<file path="src/rtl/operand_sel_pipe_pkg.sv">
// Shared definitions for the operand stages: default sizes, the beat record
// and the skid-buffer state encoding.
package operand_sel_pipe_pkg;

    localparam int DEF_WIDTH = 32;
    localparam int DEF_N_IN  = 4;
    localparam int DEF_SEL_W = 2;

    // Occupancy of the output/skid register pair.
    typedef enum logic [1:0] {
        SKID_EMPTY = 2'd0,
        SKID_ONE   = 2'd1,
        SKID_FULL  = 2'd2
    } skid_state_e;

    // One transfer through an operand stage: selected word plus range error.
    typedef struct packed {
        logic [DEF_WIDTH-1:0] data;
        logic                 err;
    } beat_t;

    function automatic int beat_width(input int width);
        return width + 1;
    endfunction

endpackage

</file>
<file path="src/rtl/operand_sel_pipe_skid.sv">
// Output register plus one-entry skid register with a registered ready, so a
// downstream stall never reaches upstream combinationally.
module skid_buf
    import operand_sel_pipe_pkg::*;
#(
    parameter int W = DEF_WIDTH + 1
) (
    input  logic        clk,
    input  logic        rst,
    input  logic [W-1:0] i_data,
    input  logic        i_valid,
    output logic        o_ready,
    output logic [W-1:0] o_data,
    output logic        o_valid,
    input  logic        i_ready,
    output skid_state_e o_state
);

    // Handshake: a beat moves across an interface on a rising edge where
    // valid and ready are both high; valid never depends on ready.
    skid_state_e r_state;
    skid_state_e w_next_state;
    logic [W-1:0] r_or_data;
    logic [W-1:0] r_sk_data;
    logic w_accept;
    logic w_ld_or_in;
    logic w_ld_or_sk;
    logic w_ld_sk;

    assign o_ready  = !rst && (r_state != SKID_FULL);
    assign w_accept = i_valid && o_ready;

    always_comb begin
        w_next_state = r_state;
        w_ld_or_in   = 1'b0;
        w_ld_or_sk   = 1'b0;
        w_ld_sk      = 1'b0;
        case (r_state)
            SKID_EMPTY: begin
                if (w_accept) begin
                    w_ld_or_in   = 1'b1;
                    w_next_state = SKID_ONE;
                end
            end
            SKID_ONE: begin
                if (w_accept && i_ready) begin
                    w_ld_or_in = 1'b1;
                end else if (w_accept) begin
                    w_ld_sk      = 1'b1;
                    w_next_state = SKID_FULL;
                end else if (i_ready) begin
                    w_next_state = SKID_EMPTY;
                end
            end
            SKID_FULL: begin
                if (i_ready) begin
                    w_ld_or_sk   = 1'b1;
                    w_next_state = SKID_ONE;
                end
            end
            default: w_next_state = SKID_EMPTY;
        endcase
    end

    always_ff @(posedge clk or posedge rst) begin
        if (rst) begin
            r_state   <= SKID_EMPTY;
            r_or_data <= '0;
            r_sk_data <= '0;
        end else begin
            r_state <= w_next_state;
            if (w_ld_or_in) begin
                r_or_data <= i_data;
            end else if (w_ld_or_sk) begin
                r_or_data <= r_sk_data;
            end
            if (w_ld_sk) begin
                r_sk_data <= i_data;
            end
        end
    end

    assign o_data  = r_or_data;
    assign o_valid = (r_state != SKID_EMPTY);
    assign o_state = r_state;

endmodule

</file>
<file path="src/rtl/operand_sel_pipe.sv">
// N-way operand selector: combinational select and range check feeding a
// registered skid buffer; out-of-range selects emit data 0 with err set.
module operand_sel_pipe
    import operand_sel_pipe_pkg::*;
#(
    parameter int WIDTH = DEF_WIDTH,
    parameter int N_IN  = DEF_N_IN,
    parameter int SEL_W = DEF_SEL_W
) (
    input  logic                  clk,
    input  logic                  rst,
    input  logic [N_IN*WIDTH-1:0] in_data,
    input  logic [SEL_W-1:0]      in_sel,
    input  logic                  in_valid,
    output logic                  in_ready,
    output logic [WIDTH-1:0]      out_data,
    output logic                  out_err,
    output logic                  out_valid,
    input  logic                  out_ready
);

    typedef struct packed {
        logic [WIDTH-1:0] data;
        logic             err;
    } beat_w_t;

    beat_w_t     w_sel_beat;
    beat_w_t     w_out_beat;
    logic        w_skid_valid;
    skid_state_e w_skid_state;

    // Any index without a matching input word falls through as an error.
    always_comb begin
        w_sel_beat.data = '0;
        w_sel_beat.err  = 1'b1;
        for (int k = 0; k < N_IN; k++) begin
            if (in_sel == SEL_W'(k)) begin
                w_sel_beat.data = in_data[k*WIDTH +: WIDTH];
                w_sel_beat.err  = 1'b0;
            end
        end
    end

    skid_buf #(
        .W(WIDTH + 1)
    ) u_skid (
        .clk    (clk),
        .rst    (rst),
        .i_data (w_sel_beat),
        .i_valid(in_valid),
        .o_ready(in_ready),
        .o_data (w_out_beat),
        .o_valid(w_skid_valid),
        .i_ready(out_ready),
        .o_state(w_skid_state)
    );

    assign out_valid = w_skid_valid && (w_skid_state != SKID_EMPTY);
    assign out_data  = w_out_beat.data;
    assign out_err   = w_out_beat.err;

endmodule
</file>
<file path="config.mk">
export PLATFORM = sky130hd
export DESIGN_NAME = operand_sel_pipe
export DESIGN_NICKNAME = d
export VERILOG_FILES = /design/src/rtl/operand_sel_pipe_pkg.sv /design/src/rtl/operand_sel_pipe_skid.sv /design/src/rtl/operand_sel_pipe.sv
export SDC_FILE = /design/constraint.sdc
export NUM_CORES = 1
export LEC_CHECK = 0
export ABC_AREA = 0
export CORE_MARGIN = 1
export CORE_UTILIZATION = 45
export DETAILED_ROUTE_END_ITERATION = 8
export PLACE_DENSITY = 0.9
export SLEW_MARGIN = 20
export SYNTH_ARGS = -nofsm -noshare
export SYNTH_HDL_FRONTEND = slang
export SYNTH_SLANG_ARGS = --single-unit
</file>
<file path="constraint.sdc">
create_clock -name clk -period 3 [get_ports clk]
set_clock_uncertainty 0.05 [all_clocks]
set_input_delay 0.45 -clock clk [delete_from_list [all_inputs] [get_ports clk]]
set_output_delay 0.45 -clock clk [all_outputs]
set_load 0.03 [all_outputs]
</file>
# Word level (Yosys, flattened, before mapping)
# Cells that the tools add are included.
dict set report totals {
  in_bits 134
  elab_cells 41
  output_inout_bits 35
  register_bits 68
}
dict set report op_classes {
  reduce_logical 9
  n_eq_ne 10
  muxes 19
}
# operator count
set ops {}
lappend ops {{33-bit two-way mux} 6}
lappend ops {{2-bit two-way mux} 5}
lappend ops {{2-bit == test, second input constant} 3}
lappend ops {{1-bit two-way mux} 6}
lappend ops {{2-bit inequality test, second input constant} 3}
lappend ops {{2-bit case mux with 3 select lines} 1}
lappend ops {{2-bit by 1-bit == test with 1-bit output, second input constant} 2}
lappend ops {{2-bit zero test} 2}
lappend ops {{4-bit AND reduction} 1}
lappend ops {{2-bit nonzero test} 2}
lappend ops {{1-bit logical AND} 3}
lappend ops {{3-bit by 2-bit inequality test with 1-bit output, second input constant} 1}
lappend ops {{2-bit by 1-bit inequality test with 1-bit output, second input constant} 1}
lappend ops {{1-bit case mux with 2 select lines} 1}
lappend ops {{1-bit zero test} 1}

# Logic depth before layout (Yosys ltp)
# Gate-level depths: netlist of the first run.
dict set report depth {
  word_depth 7
  depth_mapped 6
  ltp_nobuf 3
}

# Hierarchy
# From an unflattened synthesis of the first run, not the netlist that was laid out.
dict set report hier_totals {
  hier_cells 233
  area_unflattened_um2 3938.8
}
# mod area_per_inst_um2 cells_per_inst n_inst seq_area_each_um2
set modules_own_cells {}
lappend modules_own_cells {skid_buf 3113.0 192 1 1701.6}
lappend modules_own_cells {operand_sel_pipe 825.8 41 1 0.0}

# Worst setup path before layout of the first run
# OpenSTA, ideal clock, no wires.
dict set report synth_path {
  path_kind {input to register}
  startpoint {in in_sel[0]}
  endpoint {reg u_skid.r_sk_data[10]}
  arrival_time_ns 1.590
  path_buffers 3
  slack_ns 1.235
  stages 5
  setup_ns 0.125
  cell_sequence {buf_6 buf_12 buf_12 mux4_2 mux2_2}
}
dict set report synth_via {
  elab_chain_len 5
}
# element line
set synth_lines {}
lappend synth_lines {{from (decl)} operand_sel_pipe.sv:13} ;# input logic [SEL_W-1:0] in_sel,
lappend synth_lines {{2-bit zero test} operand_sel_pipe.sv:37} ;# if (in_sel == SEL_W'(k)) begin
lappend synth_lines {{33-bit two-way mux (3 in a row)} operand_sel_pipe.sv:37}
lappend synth_lines {{33-bit two-way mux *} operand_sel_pipe.sv:37}
lappend synth_lines {{to (signal assigned)} operand_sel_pipe_skid.sv:78} ;# r_sk_data <= i_data;
lappend synth_lines {{to (decl)} operand_sel_pipe_skid.sv:24} ;# logic [W-1:0] r_sk_data;
# Mark *: on every way between the ends. The rest lies on a longest branch, timed or not.
# A chain may end at the register's enable or synchronous reset.

# Worst setup path in the final report of the first run
dict set report layout_path {
  startpoint {in rst}
  endpoint {out in_ready}
}
dict set report layout_via {
  elab_chain_len 2
}
# element line
set layout_lines {}
lappend layout_lines {{from (decl)} operand_sel_pipe.sv:11} ;# input logic rst,
lappend layout_lines {{1-bit zero test (no source line)} --}
lappend layout_lines {{1-bit logical AND} operand_sel_pipe_skid.sv:30} ;# assign o_ready = !rst && (r_state != SKID_FULL);
lappend layout_lines {{to (decl)} operand_sel_pipe.sv:15} ;# output logic in_ready,
# Every way passes these cells.

==> flow_metrics.py, run 1 <==
metrics = {
    "worst_setup_path": {
        "ff2ff_path_depth": 4,
        "r2r-end": "u_skid.o_data[2]",
        "critPathRequiredTime_ns": 2.50,
        "path_buf_inv": 2,
        "cp_slowest_cell": "clkdlybuf4s50_1",
        "r2r_start": "u_skid.o_state[1]",
        "path_max_fanout": 4,
        "path_cells": "clkdlybuf4s50_1 > nor2_1 > clkdlybuf4s50_1",
        "end_kind": "output port",
        "cpLargestDelayFamily": "buffers and inverters",
        "start_kind": "primary input",
        "reg2reg_setup_slack_ns": 1.20,
        "path_class": "in2out",
        "cpPeakStageDelay_ns": 0.70,
        "cp.arrival_ns": 1.79,
        "cp_common_cell": "clkdlybuf4s50_1",
    },
    "min_path": {
        "hold_path.class": "reg2reg",
        "worstHoldEndpoint": "u_skid.r_sk_data[27]",
        "hold_path_depth": 1,
        "min-delay-start": "u_skid.r_sk_data[27]",
    },
    "finish": {
        "antennaDiodeCount": 0,
        "fin_cells": 539,
        "drive_gt1_share_pct": 16.2,
        "fin_area_sq_mm": 0.00567,
        "multi_input_comb_area_sq_mm": 0.00186,
        "layout.nets": 566,
        "regArea_sq_mm": 0.00170,
        "syn2layout_area_growth_pct": 52.5,
        "fillers": 560,
    },
    "yosys": {
        "synth.net_count": 403,
        "avgSynthCellArea_sq_um": 13.8,
        "netlist-cell-type-count": 26,
        "synth_flop_cell": "dfrtp_1",
        "yosysMostFrequentCell": "dfrtp_1",
        "ys_ff_latch": 68,
        "synth_top_area_share_pct": 45.7,
        "synthCells": 269,
        "netlist_top_cells_area": "dfrtp_1 46%, mux4_2 16%, mux2i_1 8.1%",
        "synth_top_cell_by_area": "dfrtp_1",
        "seq_area_frac_synth_pct": 45.7,
        "synth-edff-count": 0,
        "syn_area_sq_mm": 0.00372,
        "synthArstFlopShare_pct": 100,
        "yosysWarningCount": 0,
        "synthTopCellsByCount": "68 x dfrtp_1, 30 x mux2i_1, 30 x o21ai_0, 29 x nand3_1, 27 x mux4_2",
    },
    "clock_network": {
        "cts_buffers": 9,
        "post-cts-setup-buffer-count": 0,
        "cts_tree": "built",
        "cts_sinks": 68,
        "holdBufCountCts": 0,
        "cts_resized": 0,
        "clk_latency_ns": 0.33,
        "clock_path_buffers": 2,
        "root_buffer": "clkbuf_8",
        "htreeDepth": 3,
        "cts.clk_slew.worst_paths_ns": 0.07,
    },
    "drt": {
        "final_antenna_net_count": 0,
        "route.detailed.drc": 0,
        "wl_per_cell_um": 19.2,
        "via_count": 3066,
        "wl_um": 10400,
        "detail_route.first_pass.iterations": 4,
        "post_drt_via_cell_ratio": 5.69,
        "drtIter0Drc": 141,
    },
    "timing": {
        "finalHoldViolations": 0,
        "fmax_mhz": 436,
        "finalMaxSlewViolations": 0,
        "fin_crit_sh_pct": 76.5,
        "period_needed_ns": 2.29,
        "rsz0062_at_grt": "no",
        "slew_headroom_pct": 52.4,
        "setup_ws_ns": 0.706,
        "tightest_slew_ns": 0.713,
        "finalSetupViolCount": 0,
        "tns_ns": 0,
    },
    "flow_run": {
        "cap_viol_max_count": 0,
    },
    "placed_design": {
        "routabilityCongestion": 0.742,
        "dpl_cell_area_sq_mm": 0.00547,
        "portBuffers": 168,
        "dpl.cell_count": 523,
        "dp_hpwl_um": 7670,
        "preCtsSetupSlack_ns": 0.657,
    },
    "floorplan": {
        "dieWidth_um": 92.9,
        "rows": 32,
        "dieArea_sq_mm": 0.00864,
        "core_area_sq_mm": 0.00785,
        "pin_count": 169,
        "die_h_um": 92.9,
        "initial_core_util_pct": 47.4,
    },
    "pwr": {
        "p_leak_nw": 2.22,
        "p_per_area_mw_per_mm2": 592,
        "peakVddDrop_mv": 0.293,
    },
    "grt": {
        "grt_pass1_wl_um": 16300,
        "grtUsageTotal_pct": 24.9,
        "grt_max_degree": 37,
        "antenna_found_initial": 0,
        "grt-ovfl-total": 0,
        "grt_pass1_vias": 3309,
    },
    "outcome": {
        "status": "complete, no violations",
    },
}
==> power breakdown <==
| part | internal (mW) | switching [mW] | total (mW) | leakage, nW |
|---|---|---|---|---|
| Combinational | 0.633 | 0.558 | 1.19 | 1.28 |
| Clock | 0.427 | 0.331 | 0.757 | 0.102 |
| Sequential | 1.23 | 0.187 | 1.41 | 0.839 |
==> worst max path at each step <==
stage / from / endpoint / slack, ns / cells past startpoint
after global routing: rst / in_ready / 0.66 / 3
after CTS: rst / in_ready / 0.71 / 3
final: rst / in_ready / 0.71 / 3
after detailed placement: rst / u_skid.o_data[2] / 0.66 / 5
after global placement: rst / u_skid.o_data[14] / 0.67 / 5
after floorplan: rst / u_skid.o_data[0] / 0.79 / 1
==> sequential cells by signal, summed over array words and instances, names as in the netlist <==
signal            cells
u_skid.o_data        33
u_skid.r_sk_data     33
u_skid.o_state        2
==> area by class of cell <==
cell class	instances	share of cell area (%)
Multi-Input combinational cell	175	32.7
Timing Repair Buffer	177	31.4
Sequential cell	68	30.0
Clock buffer	12	2.73
Tap cell	102	2.25
Clock inverter	4	0.838
Inverter	1	0.0662
==> logic make-up (layout without fill, tap and decap cells) <==
logic type / count (synthesis) / count (layout) / synth area share, %
multiplexers: 95 / 95 / 37.9
flip-flops: 68 / 68 / 45.7
AND/OR/NAND/NOR: 44 / 44 / 6.62
AO/OA/AOI/OAI: 36 / 36 / 5.25
buffers and inverters: 26 / 194 / 4.47
==> routing by layer <==
metal	GRT usage [%]	vias to the layer above	part of all wire (%)	routed length, um
met4	11.0	0	1.6	163
met2	43.5	133	53	5530
met1	29.9	1556	39	4010
met5	0	-	0	0
met3	4.60	13	6.5	671
li1	-	1364	-	-
==> per-stage QoR <==
stage | utilization, % | total power [mW] | hold slack [ns]
after CTS | 72.3 | 3.38 | 0.446
final | 72.3 | 3.36 | 0.446
after global placement | 69.7 | 2.54 | 0.424
after floorplan | - | 2.04 | 0.403
after global routing | 72.3 | 3.51 | 0.457
after detailed placement | 69.7 | 2.62 | 0.431
==> layout by cell type, fill, tap and decap left out, types with 2 or more instances in the layout <==
master	count
nor2_1	3
dfrtp_1	68
mux2_2	14
mux2i_1	30
mux4_2	27
a221o_1	3
clkdlybuf4s50_1	167
clkinv_2	2
o21ai_0	30
mux4_1	5
and2_1	2
mux2_1	19
a21oi_1	2
buf_12	3
nand2b_1	2
and3_1	3
buf_4	6
nand3_1	29
clkbuf_8	11
No activity file was read; power rests on OpenSTA's default activity.
==> run 2, diff against run 1 <==
--- a/config.mk
+++ b/config.mk
@@ -7,9 +7,9 @@
 export LEC_CHECK = 0
 export ABC_AREA = 0
 export CORE_MARGIN = 1
-export CORE_UTILIZATION = 45
+export CORE_UTILIZATION = 42
 export DETAILED_ROUTE_END_ITERATION = 8
-export PLACE_DENSITY = 0.9
+export PLACE_DENSITY = 0.85
 export SLEW_MARGIN = 20
 export SYNTH_ARGS = -nofsm -noshare
 export SYNTH_HDL_FRONTEND = slang
==> constraint.sdc (replaced) <==
create_clock -name clk -period 2.35 [get_ports clk]
set_clock_uncertainty 0.05 [all_clocks]
set_input_delay 0.3525 -clock clk [delete_from_list [all_inputs] [get_ports clk]]
set_output_delay 0.3525 -clock clk [all_outputs]
set_load 0.03 [all_outputs]
==> flow_metrics.py, run 2 (synthesis gave the netlist of run 1 again) <==
metrics = {
    "clock_network": {
        "post-cts-setup-buffer-count": 0,
        "cts_tree": "built",
        "clk_latency_ns": 0.33,
        "cts_buffers": 9,
        "cts_resized": 0,
        "root_buffer": "clkbuf_8",
        "cts_sinks": 68,
        "clock_path_buffers": 2,
        "holdBufCountCts": 0,
        "htreeDepth": 3,
        "cts.clk_slew.worst_paths_ns": 0.07,
    },
    "drt": {
        "post_drt_via_cell_ratio": 5.48,
        "drtIter0Drc": 90,
        "via_count": 3001,
        "detail_route.first_pass.iterations": 6,
        "final_antenna_net_count": 0,
        "route.detailed.drc": 0,
        "wl_um": 9700,
        "wl_per_cell_um": 17.7,
    },
    "pwr": {
        "p_sw_share_pct": 32.1,
        "netSwitchingPower_mw": 1.35,
        "power_mw": 4.19,
        "p_comb_share_pct": 36.2,
        "p_per_area_mw_per_mm2": 733,
        "peakVddDrop_mv": 0.433,
        "seq_power_share_pct": 42.5,
        "p_clk_share_pct": 21.3,
        "p_int_mw": 2.84,
        "p_leak_nw": 2.24,
    },
    "worst_setup_path": {
        "path_class": "reg2out",
        "reg2reg_setup_slack_ns": 0.70,
        "path_max_fanout": 5,
        "r2r-end": "u_skid.o_data[31]",
        "ff2ff_path_depth": 5,
        "cp-startpoint": "u_skid.o_state[1]",
        "end_kind": "output port",
        "r2r_start": "u_skid.o_state[1]",
        "start_kind": "register",
        "critPathRequiredTime_ns": 1.95,
        "cp.arrival_ns": 1.74,
        "critical_path.endpoint": "in_ready",
    },
    "finish": {
        "layout.nets": 572,
        "antennaDiodeCount": 0,
        "final_cell_mix": "167 x clkdlybuf4s50_1, 68 x dfrtp_1, 30 x mux2i_1, 30 x o21ai_0, 29 x nand3_1",
        "multi_input_comb_area_sq_mm": 0.00186,
        "fin_area_sq_mm": 0.00572,
        "drive_gt1_share_pct": 17.6,
        "syn2layout_area_growth_pct": 53.7,
        "layout_commonest_cell": "clkdlybuf4s50_1",
        "fillers": 609,
        "regArea_sq_mm": 0.00170,
    },
    "grt": {
        "grtUsageTotal_pct": 22.7,
        "grt_util_met3_pct": 6.16,
        "grt-ovfl-total": 0,
        "grt_pass1_vias": 3186,
        "grt_max_degree": 36,
        "grt_pass1_wl_um": 15500,
        "busiest_layer": "met2",
        "antenna_found_initial": 0,
        "met2_usage_pct": 41.0,
        "met1_usage_pct": 25.7,
    },
    "timing": {
        "fin_crit_sh_pct": 91.3,
        "rsz0062_at_grt": "no",
        "finalMaxSlewViolations": 0,
        "tightest_slew_ns": 0.468,
        "period_needed_ns": 2.15,
        "finalSetupViolCount": 0,
        "fmax_mhz": 466,
        "finalHoldViolations": 0,
        "tns_ns": 0,
        "slew_headroom_pct": 68.8,
    },
    "floorplan": {
        "pin_count": 169,
        "rows": 33,
        "initial_core_util_pct": 44.4,
        "die_h_um": 96.1,
        "dieArea_sq_mm": 0.00924,
        "dieWidth_um": 96.1,
        "core_area_sq_mm": 0.00838,
    },
    "placed_design": {
        "routabilityCongestion": 0.720,
        "dpl_cell_area_sq_mm": 0.00553,
        "dp_hpwl_um": 7490,
        "portBuffers": 168,
    },
    "flow_run": {
        "cap_viol_max_count": 0,
    },
    "min_path": {
        "hold_path.class": "in2async",
    },
    "outcome": {
        "status": "complete, no violations",
    },
}
[run 2: final cells by class]
type	instances	share of cell area [%]
clock inverter	4	0.394
clock buffer	12	2.89
timing repair buffer	183	32.2
inverter	1	0.0656
multi-input combinational	175	32.5
tap	105	2.30
sequential	68	29.7
[run 2: worst min-delay path by stage]
stage / end / cells past startpoint
2_1_floorplan: u_skid.o_state[1] / 1
3_3_place_gp: u_skid.r_sk_data[0] / 1
3_5_place_dp: u_skid.r_sk_data[0] / 1
4_1_cts: u_skid.o_state[1] / 2
5_1_grt: u_skid.r_sk_data[32] / 1
6_report: u_skid.o_state[1] / 2
[run 2: power groups by stage]
stage               combinational, mW  sequential (mW)  clock [mW]
global route                     1.64             1.83       0.983
detailed placement               1.54             1.80           0
CTS                              1.54             1.78       0.926
global placement                 1.48             1.78           0
finish                           1.52             1.78       0.892
floorplan                       0.567             2.04           0
[run 2: stage by stage]
| step | hold WS [ns] | util (%) | setup slack [ns] | std cells |
|---|---|---|---|---|
| final | 0.441 | 68.2 | 0.203 | 548 |
| after global routing | 0.460 | 68.2 | 0.0817 | 548 |
| after CTS | 0.435 | 68.2 | 0.188 | 548 |
| after detailed placement | 0.428 | 66.0 | 0.243 | 532 |
| after global placement | 0.420 | 66.0 | 0.228 | 532 |
| after floorplan | 0.369 | - | 0.236 | 269 |
[run 2: routing by layer]
metal | share of wire [%] | vias up
li1 | - | 1377
met1 | 36 | 1482
met2 | 54 | 127
met3 | 8.0 | 15
met4 | 1.8 | 0
met5 | 0 | -
[run 2: worst max-delay path, cell delays in order, from the launching register on]
cell and delay, ns:
dfrtp_1 0.44, nor2b_1 0.17, nor2_1 0.11, clkdlybuf4s50_1 0.69
